### config.mk
export PLATFORM = sky130hd
export DESIGN_NAME = spi_slave_rx_mode3
export DESIGN_NICKNAME = d
export VERILOG_FILES = /design/src/rtl/spi_slave_rx_mode3.sv
export SDC_FILE = /design/constraint.sdc
export NUM_CORES = 1
export LEC_CHECK = 0
export CAP_MARGIN = 20
export CELL_PAD_IN_SITES_DETAIL_PLACEMENT = 0
export CELL_PAD_IN_SITES_GLOBAL_PLACEMENT = 1
export CORE_ASPECT_RATIO = 0.9
export CORE_MARGIN = 2
export CORE_UTILIZATION = 40
export CTS_CLUSTER_SIZE = 14
export DETAILED_ROUTE_END_ITERATION = 10
export GPL_ROUTABILITY_DRIVEN = 1
export PLACE_DENSITY = 0.89
export SYNTH_ARGS = -nofsm -noshare
export SYNTH_HDL_FRONTEND = slang
export SYNTH_SLANG_ARGS = --single-unit
### constraint.sdc
create_clock -name In_clk -period 1.8 [get_ports In_clk]
set_input_delay 0.36 -clock In_clk [delete_from_list [all_inputs] [get_ports In_clk]]
set_output_delay 0.36 -clock In_clk [all_outputs]
set_load 0.005 [all_outputs]
### src/rtl/spi_slave_rx_mode3.sv
// SPI mode-3 receive-only slave: synchronizes CS/SCLK/MOSI into In_clk,
// shifts MSB-first bytes on SCLK rises and reports them with a valid pulse.
//
// Ports:
//   In_clk        system clock, rising edge
//   In_rst        asynchronous active-high reset
//   In_spi_cs_n   SPI chip select, active low (asynchronous)
//   In_spi_sclk   SPI clock, mode 3, idle high (asynchronous)
//   In_spi_mosi   SPI data from master (asynchronous)
//   Out_rx_data   last completed byte
//   Out_rx_valid  one-cycle pulse when Out_rx_data is updated
//   Out_rx_busy   high while a CS-low frame is being received
//   Out_frame_err one-cycle pulse when a partial byte is aborted by CS rise
//   Out_rx_cnt    bytes received since reset, wraps at 256
module spi_slave_rx_mode3 #(
    parameter int REF_CLK  = 50_000_000,
    parameter int SPI_SCLK = 500_000
) (
    input  logic       In_clk,
    input  logic       In_rst,
    input  logic       In_spi_cs_n,
    input  logic       In_spi_sclk,
    input  logic       In_spi_mosi,
    output logic [7:0] Out_rx_data,
    output logic       Out_rx_valid,
    output logic       Out_rx_busy,
    output logic       Out_frame_err,
    output logic [7:0] Out_rx_cnt
);

    // Oversampling ratio; the edge detector needs several In_clk
    // cycles per SCLK phase to see every transition.
    localparam int RATIO = REF_CLK / SPI_SCLK;

    typedef enum logic {
        IDLE = 1'b0,
        RECV = 1'b1
    } state_t;

    state_t state_q, state_d;

    // cs_n/sclk idle high, so their flops reset high to avoid a
    // phantom edge right after reset release.
    logic cs_s1_q, cs_s2_q, cs_d_q;
    logic sclk_s1_q, sclk_s2_q, sclk_d_q;
    logic mosi_s1_q, mosi_s2_q;

    logic [2:0] bit_cnt_q, bit_cnt_d;
    logic [7:0] shift_q, shift_d;
    logic [7:0] data_q, data_d;
    logic       valid_q, valid_d;
    logic       err_q, err_d;
    logic [7:0] cnt_q, cnt_d;

    logic sclk_rise;
    logic cs_fall;
    logic cs_rise;

    always_ff @(posedge In_clk or posedge In_rst) begin
        if (In_rst) begin
            cs_s1_q   <= 1'b1;
            cs_s2_q   <= 1'b1;
            cs_d_q    <= 1'b1;
            sclk_s1_q <= 1'b1;
            sclk_s2_q <= 1'b1;
            sclk_d_q  <= 1'b1;
            mosi_s1_q <= 1'b0;
            mosi_s2_q <= 1'b0;
        end else begin
            cs_s1_q   <= In_spi_cs_n;
            cs_s2_q   <= cs_s1_q;
            cs_d_q    <= cs_s2_q;
            sclk_s1_q <= In_spi_sclk;
            sclk_s2_q <= sclk_s1_q;
            sclk_d_q  <= sclk_s2_q;
            mosi_s1_q <= In_spi_mosi;
            mosi_s2_q <= mosi_s1_q;
        end
    end

    // Only rising SCLK matters: the master changes MOSI on falls.
    assign sclk_rise = sclk_s2_q & ~sclk_d_q;
    assign cs_fall   = ~cs_s2_q & cs_d_q;
    assign cs_rise   = cs_s2_q & ~cs_d_q;

    always_comb begin
        state_d   = state_q;
        bit_cnt_d = bit_cnt_q;
        shift_d   = shift_q;
        data_d    = data_q;
        valid_d   = 1'b0;
        err_d     = 1'b0;
        cnt_d     = cnt_q;
        unique case (state_q)
            IDLE: begin
                if (cs_fall) begin
                    state_d   = RECV;
                    bit_cnt_d = 3'd0;
                    shift_d   = 8'h00;
                end
            end
            RECV: begin
                if (cs_fall) begin
                    // Glitch on CS: restart the frame silently.
                    bit_cnt_d = 3'd0;
                    shift_d   = 8'h00;
                end else begin
                    if (sclk_rise) begin
                        shift_d   = {shift_q[6:0], mosi_s2_q};
                        bit_cnt_d = bit_cnt_q + 3'd1;
                        if (bit_cnt_q == 3'd7) begin
                            data_d  = {shift_q[6:0], mosi_s2_q};
                            valid_d = 1'b1;
                            cnt_d   = cnt_q + 8'd1;
                        end
                    end
                    // Judge the abort on the post-shift count so a CS
                    // rise coinciding with the 8th SCLK rise delivers
                    // the byte instead of flagging an error.
                    if (cs_rise) begin
                        state_d = IDLE;
                        if (bit_cnt_d != 3'd0) begin
                            err_d = 1'b1;
                        end
                    end
                end
            end
            default: begin
                state_d = IDLE;
            end
        endcase
    end

    always_ff @(posedge In_clk or posedge In_rst) begin
        if (In_rst) begin
            state_q   <= IDLE;
            bit_cnt_q <= 3'd0;
            shift_q   <= 8'h00;
            data_q    <= 8'h00;
            valid_q   <= 1'b0;
            err_q     <= 1'b0;
            cnt_q     <= 8'h00;
        end else begin
            state_q   <= state_d;
            bit_cnt_q <= bit_cnt_d;
            shift_q   <= shift_d;
            data_q    <= data_d;
            valid_q   <= valid_d;
            err_q     <= err_d;
            cnt_q     <= cnt_d;
        end
    end

    assign Out_rx_data   = data_q;
    assign Out_rx_valid  = valid_q;
    assign Out_rx_busy   = (state_q == RECV);
    assign Out_frame_err = err_q;
    assign Out_rx_cnt    = cnt_q;

    a_ratio : assert property (@(posedge In_clk) RATIO >= 8);

    a_excl : assert property (
        @(posedge In_clk) disable iff (In_rst)
        !(Out_rx_valid && Out_frame_err)
    );

endmodule

[Word level (Yosys, flattened, before mapping)]
Index checks and enable logic that the tools add are counted.
Storage, ports and cells
  bits in registers: 37
  input port bits: 5
  output and inout port bits: 19
  word-level logic and storage cells: 53
Cells by class
  add/sub/neg operators: 2
  equal/unequal tests: 3
  muxes and demuxes: 22
  bitwise logic cells: 8
  reduce and logical (&&, ||, !) cells: 3
Operators with widths (number)
  2-to-1 mux 7 bit: 3
  2-to-1 mux 3 bit: 5
  one-hot mux 7 bit (2 select lines): 1
  2-to-1 mux 1 bit: 11
  adder 8 x 1 -> 8 bit, second input constant: 1
  one-hot mux 3 bit (2 select lines): 1
  NOT 1 bit: 5
  AND reduction 4 bit: 1
  adder 3 x 1 -> 3 bit, second input constant: 1
  bitwise AND 1 bit: 3
  equality test 3 bit, second input constant: 1
  != test 3 x 1 -> 1 bit, second input constant: 1
  nonzero test 3 bit: 1
  != test 2 bit, second input constant: 1
  one-hot mux 1 bit (2 select lines): 1
  AND reduction 2 bit: 1

[Longest topological paths before layout]
  word-level depth: 10
  gate-level depth with buffers: 7
  gate-level depth less buffers: 6

[Worst setup path after synthesis]
No wires, ideal clock.
  path type: register -> register
  start point: reg bit_cnt_q[0]
  end point: reg cnt_q[1] (netlist: Out_rx_cnt[1])
  library setup time: 116 ps
  arrival time: 1185 ps
  data required time: 1684 ps
  slack: 499 ps
  cell stages (with the launch flop): 8
  path buffers: 1
  period minus slack after synthesis: 1301 ps
  path through: dfrtp_1 -> ha_1 -> ha_1 -> nand3b_2 -> inv_2 -> buf_4 -> nand2_1 -> nand2_1
On the way
  longest elaborated chain between the ends: 2
Ends and longest elaborated chain
  start: declaration: line 48  | logic [2:0] bit_cnt_q, bit_cnt_d;
  start signal: assignment: line 145  | bit_cnt_q <= bit_cnt_d;
  equality test 3 bit: line 111  | if (bit_cnt_q == 3'd7) begin
  AND reduction 4 bit (no line)
  end signal: assignment: line 150  | cnt_q <= cnt_d;
  end: declaration: line 53  | logic [7:0] cnt_q, cnt_d;
Every way passes these cells.
A chain may end at the register's enable or synchronous reset.

[Final worst setup path]
  start point: reg cnt_q[0] (netlist: Out_rx_cnt[0])
  end point: out Out_rx_cnt[0]
RTL lines
  end: declaration: line 28  | output logic [7:0] Out_rx_cnt
No word-level cell between the ends.

==> impl_metrics.toml <==
[run_status]
status = "complete, no violations"

[layout]
num-fill-cells = 310
seq_area_um2 = 933
n_antenna_cell = 0
fin_area_mm2 = 0.00182
stdcell_count = 206
nets = 169
utilization_pct = 54.0
drive_gt1_share_pct = 13.6
area_growth_pct = 28.3
multi_input_comb_area_um2 = 455

[sta]
fin_setup_tns_ns = 0
setup_viol = 0
slew_headroom_pct = 72.1
rsz0062_at_grt = "no"
worst_pin_slew_ns = 0.418
slew_violations = 0
setup_ws_ns = 0.152
min_period_ns = 1.65
period_share_pct = 91.5
clock.fmax_ghz = 0.607
fin_worst_skew_ns = 0.00733
hold_violations = 0
hold_ws_ns = 0.352

[pwr]
power_density_mw_per_mm2 = 876
pwr-share-seq_pct = 55.1
p_comb_share_pct = 5.4
p_leak_nw = 0.863
irDropWorstVdd_mv = 0.488
p_int_mw = 1.25
pwr-share-clk_pct = 39.5
netSwitchingFraction_pct = 22.0
finalPower_mw = 1.60
power.switching_uw = 351

[critical_path]
critPathKind = "reg -> out"
crit_arrival_ns = 1.29
path_buf_inv = 1
crit_chain = "clkdlybuf4s50_1"
cp_slowest_cell = "clkdlybuf4s50_1"
crit_path_max_fanout = 6
cp_top_family = "buffers and inverters"
critical_path_required_ns = 1.44
critPathMaxStageDelay_ns = 0.54
cp-end-kind = "primary output"
start_kind = "flip-flop"

[synthesis]
synthesis.area_mm2 = 0.00142
yosysWarnings = 0
synth.top_cell.area_share_pct = 54.6
ys_top_cells_by_count = "nand2_1 (48), dfrtp_1 (31), a21oi_1 (9), xnor2_1 (7), dfstp_2 (6)"
synth_seq_cells = 37
yosysUniqueCellTypes = 23
ys.flop_type = "dfrtp_1"
synth.avg_cell_area_um2 = 10.9
synth.most_common_cell = "nand2_1"
syn_nets = 138
synth_top_area_cell = "dfrtp_1"
ys_seq_area_share_pct = 65.7
synthTopCellsByArea = "dfrtp_1 (55%), nand2_1 (13%), dfstp_2 (11%), xnor2_1 (4.3%), a21oi_1 (3.2%)"
synth_edf_count = 0
syn_inst = 130
async_flop_share_pct = 100

[global_routing]
grt_pass1_wl_mm = 4.44
overflow = 0
grt_max_degree = 16
grt_pass1_vias = 991
grtUsageTotal_pct = 15.6
antenna_found_initial = 0

[cts]
cts_buffer_depth = 2
tritoncts = "yes"
clk_pin_slew_worst_paths_ns = 0.07
post_cts_buffers = 0
cts_sinks = 37
hold_buffers = 0
cts_resized = 0
cts_buffers = 5
cts-htree-levels = 2
root_buffer = "clkbuf_8"
clk_latency_ns = 0.29

[die]
ios = 24
die_w_um = 66.8
rows = 20
initial_core_util_pct = 42.1
die_area_mm2 = 0.00405
die_h_um = 60.6
core_mm2 = 0.00338

[detailed_routing]
wl_per_cell_um = 12.5
first_pass_iters = 4
drt_iter0_drc = 36
vias = 985
ant_nets = 0
drt_wl_total_mm = 2.58
viasPerCell = 4.78
route.detailed.drc = 0

[placed_design]
place_area_mm2 = 0.00172
placedCellCount = 198
gp_congestion = 0.735
portBuffers = 23
dp_slack_ns = 0.174
hpwl_mm = 1.84

[job]
cap_violations = 0

[hold_path]
min_path_type = "in -> async"
## final cells by class
cell class	instances	share of cell area, %
multi-input combinational	86	25.0
clock inverter	1	0.274
timing repair buffer	28	14.7
tap	44	3.02
clock buffer	7	5.28
sequential	37	51.2
inverter	3	0.617
## logic make-up (layout without fill, tap and decap cells)
logic type	Yosys count	after routing	share of synthesized area (%)
adder cells (fa/ha/maj)	4	4	3.35
buffers and inverters	7	39	2.29
AO/OA/AOI/OAI	9	9	3.17
XOR/XNOR	8	8	4.93
flip-flops	37	37	65.7
AND/OR/NAND/NOR	65	65	20.6
## registers in the layout, summed over array words and instances (netlist names), 3 cells and up
name and count:
Out_rx_cnt 8, Out_rx_data 8, bit_cnt_q 3, shift_q 7
## metal layers
layer	vias to the layer above	routed length, µm	share of wire (%)	track usage [%]
met2	27	1230	48	25.4
met3	8	166	6.4	4.82
met4	0	76	2.9	9.62
met5	-	0	0	0
li1	478	-	-	-
met1	472	1100	43	18.3
## power by group through the flow
stage	registers (mW)	logic [mW]	clock network, mW
after floorplan	0.891	0.0540	0
after CTS	0.881	0.0890	0.652
after global placement	0.893	0.0854	0
after global routing	0.884	0.101	0.676
after detailed placement	0.896	0.0886	0
final	0.881	0.0864	0.631
## layout by cell type, fill, tap and decap left out
| master | instances |
|---|---|
| nand3_1 | 1 |
| clkdlybuf4s50_1 | 23 |
| nor4_1 | 2 |
| clkbuf_8 | 7 |
| buf_4 | 5 |
| dfrtp_1 | 31 |
| nand2_1 | 48 |
| nor2b_1 | 2 |
| and3b_1 | 1 |
| nor2_1 | 2 |
| a21oi_1 | 9 |
| nor3_2 | 1 |
| inv_2 | 1 |
| maj3_1 | 1 |
| ha_1 | 3 |
| xnor2_1 | 7 |
| and3_1 | 2 |
| nand3b_2 | 1 |
| clkinv_2 | 1 |
| inv_1 | 2 |
| dfstp_2 | 6 |
| nand4_1 | 4 |
| nand3b_1 | 1 |
| xor2_1 | 1 |
## final timing paths
path / to / from / slack (ns) / depth (start not counted)
setup / recovery: Out_rx_cnt[0] / Out_rx_cnt[0]$_DFFE_PP0P_ / 0.15 / 1
hold / removal: Out_rx_busy$_DFF_PP0_ / In_rst / 0.35 / 2
setup reg to reg: Out_rx_cnt[5]$_DFFE_PP0P_ / sclk_s2_q$_DFF_PP1_ / 0.19 / 5
hold reg to reg: cs_s2_q$_DFF_PP1_ / cs_s1_q$_DFF_PP1_ / 0.36 / 0
max in group asynchronous: Out_rx_data[2]$_DFFE_PP0P_ / In_rst / 0.91 / 3
min in group In_clk: cs_s2_q$_DFF_PP1_ / cs_s1_q$_DFF_PP1_ / 0.36 / 0
(Power assumes the default switching activity.)
